`src/rtl/mc_control_pkg.sv`:
```
// Shared encodings for the multicycle MIPS controller: opcodes, ALU codes,
// state encodings, datapath select codes, trap causes and the control word.
package mc_control_pkg;

   localparam logic [5:0] OP_RTYPE = 6'h00;
   localparam logic [5:0] OP_J     = 6'h02;
   localparam logic [5:0] OP_JAL   = 6'h03;
   localparam logic [5:0] OP_BEQ   = 6'h04;
   localparam logic [5:0] OP_BNE   = 6'h05;
   localparam logic [5:0] OP_ADDI  = 6'h08;
   localparam logic [5:0] OP_ORI   = 6'h0D;
   localparam logic [5:0] OP_LW    = 6'h23;
   localparam logic [5:0] OP_SW    = 6'h2B;

   localparam logic [3:0] ALU_OR    = 4'b0001;
   localparam logic [3:0] ALU_add   = 4'b0010;
   localparam logic [3:0] ALU_sub   = 4'b0110;
   localparam logic [3:0] ALU_undef = 4'b1111;

   typedef enum logic [3:0] {
      MC_S_RESET    = 4'd0,
      MC_S_FETCH    = 4'd1,
      MC_S_DECODE   = 4'd2,
      MC_S_MEMADR   = 4'd3,
      MC_S_MEMRD    = 4'd4,
      MC_S_MEMWB    = 4'd5,
      MC_S_MEMWR    = 4'd6,
      MC_S_EXEC     = 4'd7,
      MC_S_ALUWB    = 4'd8,
      MC_S_IMMEX    = 4'd9,
      MC_S_IMMWB    = 4'd10,
      MC_S_BRANCH   = 4'd11,
      MC_S_JUMP     = 4'd12,
      MC_S_JAL_LINK = 4'd13,
      MC_S_TRAP     = 4'd15
   } mc_state_e;

   localparam logic [1:0] SRCB_REGB  = 2'b00;
   localparam logic [1:0] SRCB_FOUR  = 2'b01;
   localparam logic [1:0] SRCB_IMM   = 2'b10;
   localparam logic [1:0] SRCB_IMMSH = 2'b11;

   localparam logic [1:0] PCSRC_ALU    = 2'b00;
   localparam logic [1:0] PCSRC_ALUOUT = 2'b01;
   localparam logic [1:0] PCSRC_JUMP   = 2'b10;

   localparam logic [1:0] TRAP_NONE    = 2'b00;
   localparam logic [1:0] TRAP_ILLEGAL = 2'b01;
   localparam logic [1:0] TRAP_TIMEOUT = 2'b10;

   // fetch and retire_rdy mark outputs that are qualified by mem_ready
   typedef struct packed {
      logic       pcwrite;
      logic       pcwritecond;
      logic       invertzero;
      logic       iord;
      logic       memread;
      logic       memwrite;
      logic       memtoreg;
      logic       regdst;
      logic       regwrite;
      logic       alusrca;
      logic [1:0] alusrcb;
      logic [1:0] pcsrc;
      logic [3:0] aluop;
      logic       rtype;
      logic       retire;
      logic       retire_rdy;
      logic       fetch;
      logic       trap;
`ifdef MC_JAL_EN
      logic       link;
`endif
   } mc_ctrl_t;

endpackage

```
`src/rtl/mc_wait_timer.sv`:
```
// Memory-wait watchdog: down-counter reloaded on clr, decremented on en,
// expire asserted at terminal count (MEM_TIMEOUT-1 waited cycles elapsed).
module mc_wait_timer #(
   parameter int MEM_TIMEOUT = 16,
   parameter int TMO_W       = 8
) (
   input  logic clk,
   input  logic rst_n,
   input  logic clr,
   input  logic en,
   output logic expire
);

   localparam logic [TMO_W-1:0] LOAD_VAL = TMO_W'(MEM_TIMEOUT - 1);

   logic [TMO_W-1:0] cnt_q, cnt_d;

   always_comb begin
      cnt_d = cnt_q;
      if (clr)
         cnt_d = LOAD_VAL;
      else if (en && (cnt_q != '0))
         cnt_d = cnt_q - TMO_W'(1);
   end

   always_ff @(posedge clk or negedge rst_n) begin
      if (!rst_n)
         cnt_q <= LOAD_VAL;
      else
         cnt_q <= cnt_d;
   end

   assign expire = (cnt_q == '0);

endmodule

```
`src/rtl/mc_control.sv`:
```
// Multicycle MIPS control FSM (Moore, registered control word).
// Define MC_JAL_EN to add the JAL_LINK state and the link output.
//
//  state    | meaning
//  RESET    | post-reset idle cycle, all outputs low
//  FETCH    | read instruction, PC+4; waits on mem_ready
//  DECODE   | precompute branch target, dispatch on opcode
//  MEMADR   | compute load/store address
//  MEMRD    | load data read; waits on mem_ready
//  MEMWB    | write loaded data to rt, retire
//  MEMWR    | store write; waits on mem_ready, retires on it
//  EXEC     | R-type ALU op (funct decoded downstream)
//  ALUWB    | write ALU result to rd, retire
//  IMMEX    | ADDI/ORI ALU op with immediate
//  IMMWB    | write ALU result to rt, retire
//  BRANCH   | BEQ/BNE compare and conditional PC load, retire
//  JUMP     | J target load, retire
//  JAL_LINK | JAL target load plus $31 link, retire (MC_JAL_EN only)
//  TRAP     | sticky fault, left only by reset
module mc_control
   import mc_control_pkg::*;
#(
   parameter int ALUOP_W     = 4,
   parameter int MEM_TIMEOUT = 16,
   parameter int TMO_W       = 8
) (
   input  logic               clk,
   input  logic               rst_n,
   input  logic [5:0]         opcode,
   input  logic               mem_ready,
   output logic               pcwrite,
   output logic               pcwritecond,
   output logic               invertzero,
   output logic               iord,
   output logic               memread,
   output logic               memwrite,
   output logic               irwrite,
   output logic               memtoreg,
   output logic               regdst,
   output logic               regwrite,
   output logic               alusrca,
   output logic [1:0]         alusrcb,
   output logic [1:0]         pcsrc,
   output logic [ALUOP_W-1:0] aluop,
   output logic               rtype,
   output logic               retire,
   output logic               trap,
   output logic [1:0]         trap_cause,
`ifdef MC_JAL_EN
   output logic               link,
`endif
   output logic [3:0]         state
);

   mc_state_e  state_q, state_d;
   mc_ctrl_t   ctrl_q, ctrl_d;
   logic [1:0] cause_q, cause_d;
   logic       waiting, tmo_en, tmo_expire;

   assign waiting = (state_q == MC_S_FETCH) || (state_q == MC_S_MEMRD) ||
                    (state_q == MC_S_MEMWR);
   assign tmo_en  = waiting && !mem_ready;

   mc_wait_timer #(
      .MEM_TIMEOUT (MEM_TIMEOUT),
      .TMO_W       (TMO_W)
   ) u_wait_timer (
      .clk    (clk),
      .rst_n  (rst_n),
      .clr    (!tmo_en),
      .en     (tmo_en),
      .expire (tmo_expire)
   );

   always_comb begin
      state_d = state_q;
      cause_d = cause_q;
      case (state_q)
         MC_S_RESET:  state_d = MC_S_FETCH;
         MC_S_FETCH: begin
            if (mem_ready)
               state_d = MC_S_DECODE;
            else if (tmo_expire) begin
               state_d = MC_S_TRAP;
               cause_d = TRAP_TIMEOUT;
            end
         end
         MC_S_DECODE: begin
            case (opcode)
               OP_LW, OP_SW:    state_d = MC_S_MEMADR;
               OP_RTYPE:        state_d = MC_S_EXEC;
               OP_ADDI, OP_ORI: state_d = MC_S_IMMEX;
               OP_BEQ, OP_BNE:  state_d = MC_S_BRANCH;
               OP_J:            state_d = MC_S_JUMP;
`ifdef MC_JAL_EN
               OP_JAL:          state_d = MC_S_JAL_LINK;
`endif
               default: begin
                  state_d = MC_S_TRAP;
                  cause_d = TRAP_ILLEGAL;
               end
            endcase
         end
         MC_S_MEMADR: begin
            if (opcode == OP_LW)
               state_d = MC_S_MEMRD;
            else if (opcode == OP_SW)
               state_d = MC_S_MEMWR;
            else begin
               state_d = MC_S_TRAP;
               cause_d = TRAP_ILLEGAL;
            end
         end
         MC_S_MEMRD, MC_S_MEMWR: begin
            if (mem_ready)
               state_d = (state_q == MC_S_MEMRD) ? MC_S_MEMWB : MC_S_FETCH;
            else if (tmo_expire) begin
               state_d = MC_S_TRAP;
               cause_d = TRAP_TIMEOUT;
            end
         end
         MC_S_EXEC:   state_d = MC_S_ALUWB;
         MC_S_IMMEX:  state_d = MC_S_IMMWB;
         MC_S_MEMWB, MC_S_ALUWB, MC_S_IMMWB,
         MC_S_BRANCH, MC_S_JUMP: state_d = MC_S_FETCH;
`ifdef MC_JAL_EN
         MC_S_JAL_LINK: state_d = MC_S_FETCH;
`endif
         MC_S_TRAP:   state_d = MC_S_TRAP;
         default: begin
            state_d = MC_S_TRAP;
            cause_d = TRAP_ILLEGAL;
         end
      endcase
   end

   // control word is decoded from the next state so outputs leave a flop
   always_comb begin
      ctrl_d = '0;
      if ((state_d != MC_S_RESET) && (state_d != MC_S_TRAP))
         ctrl_d.aluop = ALU_undef;
      case (state_d)
         MC_S_FETCH: begin
            ctrl_d.memread = 1'b1;
            ctrl_d.alusrcb = SRCB_FOUR;
            ctrl_d.aluop   = ALU_add;
            ctrl_d.pcsrc   = PCSRC_ALU;
            ctrl_d.fetch   = 1'b1;
         end
         MC_S_DECODE: begin
            ctrl_d.alusrcb = SRCB_IMMSH;
            ctrl_d.aluop   = ALU_add;
         end
         MC_S_MEMADR: begin
            ctrl_d.alusrca = 1'b1;
            ctrl_d.alusrcb = SRCB_IMM;
            ctrl_d.aluop   = ALU_add;
         end
         MC_S_MEMRD: begin
            ctrl_d.memread = 1'b1;
            ctrl_d.iord    = 1'b1;
         end
         MC_S_MEMWB: begin
            ctrl_d.regwrite = 1'b1;
            ctrl_d.memtoreg = 1'b1;
            ctrl_d.retire   = 1'b1;
         end
         MC_S_MEMWR: begin
            ctrl_d.memwrite   = 1'b1;
            ctrl_d.iord       = 1'b1;
            ctrl_d.retire_rdy = 1'b1;
         end
         MC_S_EXEC: begin
            ctrl_d.alusrca = 1'b1;
            ctrl_d.alusrcb = SRCB_REGB;
            ctrl_d.rtype   = 1'b1;
         end
         MC_S_ALUWB: begin
            ctrl_d.regdst   = 1'b1;
            ctrl_d.regwrite = 1'b1;
            ctrl_d.retire   = 1'b1;
         end
         MC_S_IMMEX: begin
            ctrl_d.alusrca = 1'b1;
            ctrl_d.alusrcb = SRCB_IMM;
            ctrl_d.aluop   = (opcode == OP_ORI) ? ALU_OR : ALU_add;
         end
         MC_S_IMMWB: begin
            ctrl_d.regwrite = 1'b1;
            ctrl_d.retire   = 1'b1;
         end
         MC_S_BRANCH: begin
            ctrl_d.alusrca     = 1'b1;
            ctrl_d.alusrcb     = SRCB_REGB;
            ctrl_d.aluop       = ALU_sub;
            ctrl_d.pcwritecond = 1'b1;
            ctrl_d.pcsrc       = PCSRC_ALUOUT;
            ctrl_d.invertzero  = (opcode == OP_BNE);
            ctrl_d.retire      = 1'b1;
         end
         MC_S_JUMP: begin
            ctrl_d.pcwrite = 1'b1;
            ctrl_d.pcsrc   = PCSRC_JUMP;
            ctrl_d.retire  = 1'b1;
         end
`ifdef MC_JAL_EN
         MC_S_JAL_LINK: begin
            ctrl_d.pcwrite  = 1'b1;
            ctrl_d.pcsrc    = PCSRC_JUMP;
            ctrl_d.regwrite = 1'b1;
            ctrl_d.link     = 1'b1;
            ctrl_d.retire   = 1'b1;
         end
`endif
         MC_S_TRAP:  ctrl_d.trap = 1'b1;
         default:    ctrl_d.trap = 1'b0;
      endcase
   end

   always_ff @(posedge clk or negedge rst_n) begin
      if (!rst_n) begin
         state_q <= MC_S_RESET;
         cause_q <= TRAP_NONE;
         ctrl_q  <= '0;
      end else begin
         state_q <= state_d;
         cause_q <= cause_d;
         ctrl_q  <= ctrl_d;
      end
   end

   assign pcwrite     = ctrl_q.pcwrite | (ctrl_q.fetch & mem_ready);
   assign irwrite     = ctrl_q.fetch & mem_ready;
   assign retire      = ctrl_q.retire | (ctrl_q.retire_rdy & mem_ready);
   assign pcwritecond = ctrl_q.pcwritecond;
   assign invertzero  = ctrl_q.invertzero;
   assign iord        = ctrl_q.iord;
   assign memread     = ctrl_q.memread;
   assign memwrite    = ctrl_q.memwrite;
   assign memtoreg    = ctrl_q.memtoreg;
   assign regdst      = ctrl_q.regdst;
   assign regwrite    = ctrl_q.regwrite;
   assign alusrca     = ctrl_q.alusrca;
   assign alusrcb     = ctrl_q.alusrcb;
   assign pcsrc       = ctrl_q.pcsrc;
   assign aluop       = ALUOP_W'(ctrl_q.aluop);
   assign rtype       = ctrl_q.rtype;
   assign trap        = ctrl_q.trap;
   assign trap_cause  = cause_q;
   assign state       = state_q;
`ifdef MC_JAL_EN
   assign link        = ctrl_q.link;
`endif

endmodule

```
`config.mk`:
```
export PLATFORM = sky130hd
export DESIGN_NAME = mc_control
export DESIGN_NICKNAME = d
export VERILOG_FILES = /design/src/rtl/mc_control_pkg.sv /design/src/rtl/mc_wait_timer.sv /design/src/rtl/mc_control.sv
export SDC_FILE = /design/constraint.sdc
export NUM_CORES = 1
export LEC_CHECK = 0
export CAP_MARGIN = 25
export CORE_ASPECT_RATIO = 0.8
export CORE_MARGIN = 3
export CORE_UTILIZATION = 47
export CTS_CLUSTER_DIAMETER = 120
export DETAILED_ROUTE_END_ITERATION = 8
export PLACE_DENSITY = 0.76
export SYNTH_ARGS = -nofsm -noshare
export SYNTH_HDL_FRONTEND = slang
export SYNTH_SLANG_ARGS = --single-unit
```
`constraint.sdc`:
```
create_clock -name clk -period 2.1 [get_ports clk]
set_clock_uncertainty 0.1 [all_clocks]
set_input_delay 0.525 -clock clk [delete_from_list [all_inputs] [get_ports clk]]
set_output_delay 0.525 -clock clk [all_outputs]
set_load 0.02 [all_outputs]
```
==> results.cfg, run 1 <==
[timing]
fmax_ghz = 0.457
hold_viol_final = 0
drv_slew = 0
max_slew_margin_pct = 70.1
period_share_pct = 104
finalSetupTns_ns = -0.589
worstMarginPinSlew_ns = 0.446
min_period_ns = 2.19
rsz0062_at_grt = true
whs_ns = 0.401
setup_ws_ns = -0.0903
final-setup-viol-count = 11

[layout]
antenna_cells = 0
final_cells = 345
layout-drive-gt1-share_pct = 43.1
finalInstanceArea_sq_um = 3010
area_growth_pct = 49.5
final_util_pct = 76.2
nets = 299

[global_routing]
grt_max_degree = 16
grt_pass1_vias = 1841
grt_pass1_wl_um = 8530
grt-ovfl-total = 0
antenna_found_initial = 0
grt_usage_pct = 21.3

[logic_synthesis]
yosysUniqueCellTypes = 62
yosysTopAreaCellShare_pct = 38.5
syn_inst = 201
synth_top_area_cell = dfrtp_1
synth_area_leaders = dfrtp_1 (38%), dfstp_2 (5.2%), nor2_1 (4.7%)
yosys_warnings = 0
syn-cell-area_sq_um = 2020
avgSynthCellArea_sq_um = 10.0
synth_edf_count = 0
ys_seq_area_share_pct = 43.7
ys_dominant_reg_cell = dfrtp_1
syn-num-nets = 211
synthArstFlopShare_pct = 100
ys_seq_elements = 35

[run]
max_cap_violations = 0

[routing]
top_layer = met4
drc_errors = 0
first_pass_iters = 4
post_drt_via_cell_ratio = 5.43
drt_iter0_drc = 136
wl_per_cell_um = 16.3
vias = 1873
final_antenna_net_count = 0
met2_wirelength_um = 2740
wl_met3_um = 287
wirelength_um = 5620
wl_met1_um = 2490

[hold_path]
hold_class = flop to flop

[placement]
hpwl_um = 3400
preCtsSetupSlack_ns = -0.554
dp.cells = 324
place_area_sq_um = 2710
io_buffer_count = 36
routabilityCongestion = 0.900

[cts]
cts-root-buf = clkbuf_8
clk_pin_slew_ns = 0.08
cts_max_level = 2
cts-buffers-inserted = 5
clockBufferDepth = 2
cts_sinks = 35
postCtsHoldBufs = 0
cts_tree = done
worstSkewPairLatency_ns = 0.30

[critical_path]
arrival_ns = 2.32
crit_slowest_cell = dfstp_2
critPathMaxFanout = 5
start_kind = flop
worstPathCellList = inv_2 -> ha_4 -> nor4b_4 -> o211ai_1 -> a21oi_2 -> nor3_4 -> clkinvlp_4 -> and2_4 -> o21ai_2
end_kind = flop
path_class = flop to flop
max_stage_delay_ns = 0.55
cp_data_required_time_ns = 2.23

[power_and_ir_drop]
p_leak_nw = 1.27
power.density_nw_per_um2 = 419
peakVddDrop_uv = 431
total_power_mw = 1.26

[floorplanning]
ios = 37
die_w_um = 79.2
start_util_pct = 51.0
fp.dieH_um = 64.6
core.rowCount = 20
core_sq_um = 3950
die_area_sq_um = 5120

[outcome]
failed_checks = setup timing
status = complete, but fails checks
## critical path, delay by kind of cell, from the launching register on
| family | cells | cell delay (ns) |
|---|---|---|
| fa+ha+maj | 1 | 0.15 |
| compound gates | 3 | 0.33 |
| flops | 1 | 0.55 |
| buf+inv | 2 | 0.29 |
| simple gates | 3 | 0.68 |
## cells in the final DEF (no fill, tap or decap), types with 3 or more instances in the layout
cell / synthesis / final
buf_4: 8 / 56
dfrtp_1: 31 / 29
clkdlybuf4s50_1: 0 / 23
nor2_1: 25 / 22
nand2_1: 10 / 10
nand2b_1: 10 / 7
dlygate4sd2_1: 0 / 6
xnor2_1: 5 / 5
clkbuf_8: 0 / 5
buf_2: 8 / 5
buf_6: 3 / 5
a21oi_1: 8 / 4
a21oi_2: 0 / 4
and2_1: 5 / 4
dfstp_2: 4 / 4
inv_2: 2 / 3
nor3_2: 2 / 3
o221ai_1: 3 / 3
nor3b_1: 3 / 3
and3_1: 3 / 3
nand3b_1: 3 / 3
o21a_1: 3 / 3
o21ai_1: 2 / 3
nor2_2: 0 / 3
nor3_1: 5 / 3
clkinvlp_4: 0 / 3
## routing by layer
| metal | vias to the layer above | global-route usage (%) |
|---|---|---|
| met2 | 59 | 35.2 |
| li1 | 882 | - |
| met5 | - | 0 |
| met3 | 9 | 4.44 |
| met4 | 0 | 6.44 |
| met1 | 923 | 28.3 |
## report_power, final
group          switching (mW)  internal, mW  total [mW]
sequential                  0         0.674       0.674
combinational          0.0466        0.0409      0.0875
clock                   0.270         0.231       0.501
## Yosys cell counts (2+ instances only)
cell,n
inv_1,4
a31oi_1,2
nand3b_1,3
o21a_1,3
buf_2,8
nor2_1,25
o221ai_1,3
nor4_1,3
nor4b_2,2
and2b_1,2
nor4_2,2
and2_1,5
buf_6,3
nor3_1,5
nand2_2,2
o311ai_0,2
nand2_1,10
buf_4,8
nor3_2,2
nand3_1,2
dfrtp_1,31
dfstp_2,4
nor3b_1,3
o21ai_0,4
and3_1,3
o21ai_1,2
inv_2,2
o211ai_1,2
xnor2_1,5
a21oi_1,8
nand2b_1,10
## area by class of cell
type	instances	area (sq um)
clock inverters	3	20.0
inverters	6	25.0
multi-input cells	142	1110
well taps	55	68.8
fillers	280	940
repair inverters	1	7.51
repair buffers	98	827
clock buffers	5	68.8
flip-flops and latches	35	883
## kinds of logic after synthesis
group,after synthesis,share of synthesized area (%)
DFF,35,43.7
adders and majority gates,2,1.12
and+or+nand+nor,90,28.1
AOI/OAI and AO/OA,42,16.1
muxes,1,0.559
xor gates and xnor gates,6,2.61
buffers and inverters,25,7.76
## sequential cells by signal, indices dropped and copies added (netlist names), 2 cells and up
signal              cells
pcsrc                   2
alusrcb                 2
ctrl_q                  4
state                   4
u_wait_timer.cnt_q      8
aluop                   4
trap_cause              2
## what timing repair did
action,CTS,global route
endpoints found under the hold margin,0,0
cloned,2,1
resized for setup,43,18
endpoints found under the setup margin,28,24
pin swaps,9,10
setup buffers,6,5
## path summary, 6_finish.rpt
path	from	endpoint	slack (ns)	cells past startpoint
setup / recovery	u_wait_timer.cnt_q[0]	aluop[1]	-0.09	9
hold / removal	trap_cause[0]	trap_cause[0]	0.40	1
setup reg to reg	u_wait_timer.cnt_q[0]	aluop[1]	-0.09	9
hold reg to reg	trap_cause[0]	trap_cause[0]	0.40	1
max in group asynchronous	rst_n	alusrcb[1]	0.89	2
min in group asynchronous	rst_n	state[1]	0.44	1
Power figures use the tool's default switching activity.
==> run 2: changes to the inputs <==
--- a/config.mk
+++ b/config.mk
@@ -7,7 +7,7 @@
 export LEC_CHECK = 0
 export CAP_MARGIN = 25
 export CORE_ASPECT_RATIO = 0.8
-export CORE_MARGIN = 3
+export CORE_MARGIN = 4
 export CORE_UTILIZATION = 47
 export CTS_CLUSTER_DIAMETER = 120
 export DETAILED_ROUTE_END_ITERATION = 8
==> run 2 against run 1 <==
The run still ends with setup timing left. Power down 1.3%. Via count fell by 0.48%. Register-to-register slack better by 0.06 ns. Count of clock-buffer cells in the layout did not move. Non-clock buffer count increased by 5. Die area grew 5.7%. Wire length grew 1.3%. Core utilization down 2.7 points. Critical path type unchanged. Largest cell class unchanged. Largest power group unchanged.
==> results.cfg, run 2 (synthesized netlist as in run 1, its figures left out) <==
[outcome]
status = complete, but fails checks
failed_checks = setup timing

[critical_path]
cp_data_required_time_ns = 2.21
start_kind = flop
path_class = flop to flop
critPathMaxFanout = 5
arrival_ns = 2.24
end_kind = flop

[global_routing]
grt-ovfl-total = 0
grt_pass1_wl_um = 8760
grt_usage_pct = 21.4
grt_pass1_vias = 1835
grt_max_degree = 36
antenna_found_initial = 0

[routing]
first_pass_iters = 4
post_drt_via_cell_ratio = 5.33
vias = 1864
wirelength_um = 5700
drt_iter0_drc = 142
final_antenna_net_count = 0
wl_per_cell_um = 16.3
drc_errors = 0

[timing]
drv_slew = 0
worstMarginPinSlew_ns = 0.438
setup_ws_ns = -0.0323
rsz0062_at_grt = true
max_slew_margin_pct = 70.5
period_share_pct = 102
fmax_ghz = 0.469
final-setup-viol-count = 2
hold_viol_final = 0
min_period_ns = 2.13

[placement]
hpwl_um = 3680
routabilityCongestion = 0.834
io_buffer_count = 36
preCtsSetupSlack_ns = -0.545

[cts]
cts_tree = done
clk_pin_slew_ns = 0.07
postCtsHoldBufs = 0
worstSkewPairLatency_ns = 0.29
cts-buffers-inserted = 5
clockBufferDepth = 2
cts_sinks = 35
cts-root-buf = clkbuf_8
cts_max_level = 2

[floorplanning]
die_area_sq_um = 5410
fp.dieH_um = 66.6
core_sq_um = 4150
ios = 37
start_util_pct = 48.6
die_w_um = 81.2
core.rowCount = 21

[layout]
nets = 302
mostFrequentLayoutCells = buf_4 (62), dfrtp_1 (27), nor2_1 (22), clkdlybuf4s50_1 (22), nand2_1 (10)
largest_register_ffs = 8
fillerInstances = 306
area_growth_pct = 51.5
seq_area_sq_um = 886
antenna_cells = 0
largest_register = u_wait_timer.cnt_q
mostFrequentLayoutCell = buf_4
layout-drive-gt1-share_pct = 43.3
multi_input_comb_area_sq_um = 1110

[power_and_ir_drop]
pwr-share-seq_pct = 54.1
switchingPower_uw = 306
p_leak_nw = 1.29
p_int_uw = 941
pwr-share-clk_pct = 39.5
total_power_mw = 1.25
p_sw_share_pct = 24.5
power_frac_comb_pct = 6.4
power.density_nw_per_um2 = 408
peakVddDrop_uv = 338

[run]
max_cap_violations = 0

[hold_path]
hold_class = flop to flop
==> run 2: area by class of cell <==
type	instances	area share [%]
clock inverters	3	0.655
well taps	57	2.34
clock buffers	5	2.25
flip-flops and latches	35	29.0
multi-input cells	141	36.3
repair buffers	103	28.6
inverters	6	0.819
==> run 2: final timing paths <==
path | end | slack (ns) | startpoint | cells after the start
setup reg to reg | ctrl_q[2] | -0.03 | u_wait_timer.cnt_q[0] | 10
hold / removal | trap_cause[0] | 0.40 | trap_cause[0] | 1
min in group asynchronous | memread | 0.57 | rst_n | 2
hold reg to reg | trap_cause[0] | 0.40 | trap_cause[0] | 1
setup / recovery | ctrl_q[2] | -0.03 | u_wait_timer.cnt_q[0] | 10
max in group asynchronous | u_wait_timer.cnt_q[0] | 0.98 | rst_n | 2
==> run 2: timing repair <==
item                       in CTS  in global routing
setup endpoints to repair      28                 21
setup buffers                  10                  6
pin swaps                       9                 10
resized for setup              42                 15
gates cloned                    0                  0
==> run 2: power groups by stage <==
stage / Sequential [mW] / Clock (mW) / Combinational [mW]
after floorplan: 0.687 / 0 / 0.0250
after global placement: 0.687 / 0 / 0.0751
after detailed placement: 0.687 / 0 / 0.0771
after CTS: 0.674 / 0.491 / 0.0791
after global routing: 0.674 / 0.525 / 0.0880
final: 0.674 / 0.492 / 0.0799
==> run 2: through the flow <==
step / setup TNS (ns) / instances / utilization (%) / hold slack [ns] / cell area, sq um
after detailed placement: -10.98 / 327 / 65.6 / 0.384 / 2720
after CTS: -0.00259 / 345 / 71.3 / 0.406 / 2960
final: -0.0505 / 350 / 73.6 / 0.402 / 3050
after global placement: -10.23 / 327 / 65.6 / 0.385 / 2720
after global routing: -0.872 / 350 / 73.6 / 0.449 / 3050
after floorplan: -0.0214 / 201 / - / 0.129 / 2040
==> run 2: routing by layer <==
metal / GRT usage, % / part of all wire, % / vias up
met5: 0 / 0 / -
met1: 28.5 / 44 / 901
li1: - / - / 896
met4: 6.12 / 1.9 / 0
met3: 3.92 / 4.8 / 11
met2: 35.5 / 49 / 56
==> run 2: critical path, cell delays in order, from the launching register on <==
cell and delay [ns]:
dfstp_2 0.54, inv_2 0.05, ha_4 0.15, nor4b_4 0.14
nand2_2 0.10, nand2b_1 0.10, a221oi_4 0.32, inv_2 0.10
buf_4 0.14, buf_4 0.14, nor3_1 0.17
==> run 3: changes to the inputs <==
--- a/config.mk
+++ b/config.mk
@@ -8,10 +8,10 @@
 export CAP_MARGIN = 25
 export CORE_ASPECT_RATIO = 0.8
 export CORE_MARGIN = 4
-export CORE_UTILIZATION = 47
+export CORE_UTILIZATION = 40
 export CTS_CLUSTER_DIAMETER = 120
 export DETAILED_ROUTE_END_ITERATION = 8
-export PLACE_DENSITY = 0.76
+export PLACE_DENSITY = 0.66
 export SYNTH_ARGS = -nofsm -noshare
 export SYNTH_HDL_FRONTEND = slang
 export SYNTH_SLANG_ARGS = --single-unit
==> run 3 against run 2 <==
The run still ends with setup timing left. First-iteration DRC count shrank 61%. Maximum frequency decreased by 1.1%. Non-clock buffer count decreased by 1. Clock power decreased by 4.9%. Die area increased by 16%. Flip-flop and latch count unchanged. Global-route usage down 4.6 points. Wire length shrank 12%. Hold slack worse by 0.0018 ns. Worst setup slack worse by 0.025 ns. Critical path type unchanged. Largest cell class unchanged.
==> results.cfg, run 3 (synthesized netlist as in run 1, its figures left out) <==
[layout]
mostFrequentLayoutCells = buf_4 (60), dfrtp_1 (28), clkdlybuf4s50_1 (23), nor2_1 (21), nand2_1 (9)
antenna_cells = 0
largest_register = u_wait_timer.cnt_q
fillerInstances = 387
final_cells = 352
largest_register_ffs = 8
nets = 301
multi_input_comb_area_sq_um = 1130
layout-drive-gt1-share_pct = 45.5
mostFrequentLayoutCell = buf_4
area_growth_pct = 51.6
final_util_pct = 64.5
seq_area_sq_um = 885

[timing]
worstMarginPinSlew_ns = 0.479
min_period_ns = 2.16
rsz0062_at_grt = true
final-setup-viol-count = 4
fmax_ghz = 0.464
setup_ws_ns = -0.0569
period_share_pct = 103
max_slew_margin_pct = 67.7
drv_slew = 0
hold_viol_final = 0

[global_routing]
grt_pass1_vias = 1696
grt_max_degree = 36
grt_pass1_wl_um = 8200
grt_usage_pct = 16.8
antenna_found_initial = 0
grt-ovfl-total = 0

[critical_path]
start_kind = flop
path_class = flop to flop
critPathMaxFanout = 6
arrival_ns = 2.24
cp_data_required_time_ns = 2.18
reg2reg_slack_ns = -0.06
end_kind = flop

[power_and_ir_drop]
peakVddDrop_uv = 230
pwr-share-seq_pct = 55.1
p_leak_nw = 1.28
p_sw_share_pct = 23.0
switchingPower_uw = 281
total_power_mw = 1.22
power_frac_comb_pct = 6.7
pwr-share-clk_pct = 38.2
power.density_nw_per_um2 = 401
p_int_uw = 944

[floorplanning]
start_util_pct = 42.6
core_sq_um = 4730
die_area_sq_um = 6250
fp.dieH_um = 71.5
ios = 37
core.rowCount = 22
die_w_um = 87.4

[routing]
drt_iter0_drc = 55
post_drt_via_cell_ratio = 5.18
wirelength_um = 5000
first_pass_iters = 4
drc_errors = 0
wl_per_cell_um = 14.2
final_antenna_net_count = 0
vias = 1824

[cts]
worstSkewPairLatency_ns = 0.29
cts_max_level = 2
cts-buffers-inserted = 5
cts_sinks = 35
cts-root-buf = clkbuf_8
clk_pin_slew_ns = 0.07
cts_tree = done
clockBufferDepth = 2

[run]
max_cap_violations = 0

[hold_path]
hold_class = flop to flop

[placement]
io_buffer_count = 36
routabilityCongestion = 0.864
dp.cells = 329
preCtsSetupSlack_ns = -0.553
hpwl_um = 3560

[outcome]
status = complete, but fails checks
failed_checks = setup timing
==> run 3: final cells by class <==
type                    count  area share, %
inverters                   6          0.819
repair buffers            102           27.9
flip-flops and latches     35           29.0
clock inverters             2          0.410
well taps                  60           2.46
clock buffers               6           2.38
multi-input cells         141           37.1
==> run 3: repair_timing <==
item | CTS | global route
pin swaps | 12 | 13
gates resized for setup | 43 | 22
hold buffers | 0 | 0
setup endpoints to repair | 28 | 21
buffers inserted | 7 | 8
==> run 3: path summary, 6_finish.rpt <==
check | startpoint | to | depth (start not counted)
hold / removal | trap_cause[0] | trap_cause[0] | 1
max in group asynchronous | rst_n | state[2] | 2
setup / recovery | state[2] | aluop[0] | 9
hold reg to reg | trap_cause[0] | trap_cause[0] | 1
min in group asynchronous | rst_n | trap_cause[1] | 2
setup reg to reg | state[2] | aluop[0] | 9
==> run 3: metrics by stage <==
stage	setup TNS, ns	instance area, sq um	hold slack [ns]
floorplan	-0.0214	2040	0.129
global placement	-11.62	2730	0.381
detailed placement	-12.32	2730	0.393
CTS	-0.126	2940	0.409
global route	-1.26	3060	0.433
finish	-0.151	3060	0.400
==> run 3: power by group through the flow <==
| stage | combinational [mW] | sequential (mW) | clock, mW |
|---|---|---|---|
| detailed placement | 0.0816 | 0.687 | 0 |
| finish | 0.0822 | 0.674 | 0.468 |
| global route | 0.0915 | 0.674 | 0.514 |
| global placement | 0.0808 | 0.687 | 0 |
| floorplan | 0.0250 | 0.687 | 0 |
| CTS | 0.0829 | 0.674 | 0.483 |
==> run 3: critical path, stage by stage, from the launching register on <==
cell	delay [ns]
dfrtp_2	0.47
buf_4	0.17
buf_4	0.13
nand2b_1	0.16
o221ai_2	0.18
a31oi_2	0.08
a221oi_4	0.24
inv_2	0.11
and2_4	0.17
a221oi_2	0.26
==> run 3: routing by layer <==
metal | wire (um) | part of all wire [%] | track usage [%]
met1 | 2350 | 47 | 23.6
met3 | 250 | 5.0 | 3.45
met2 | 2310 | 46 | 25.3
met5 | 0 | 0 | 0
met4 | 92 | 1.8 | 6.30
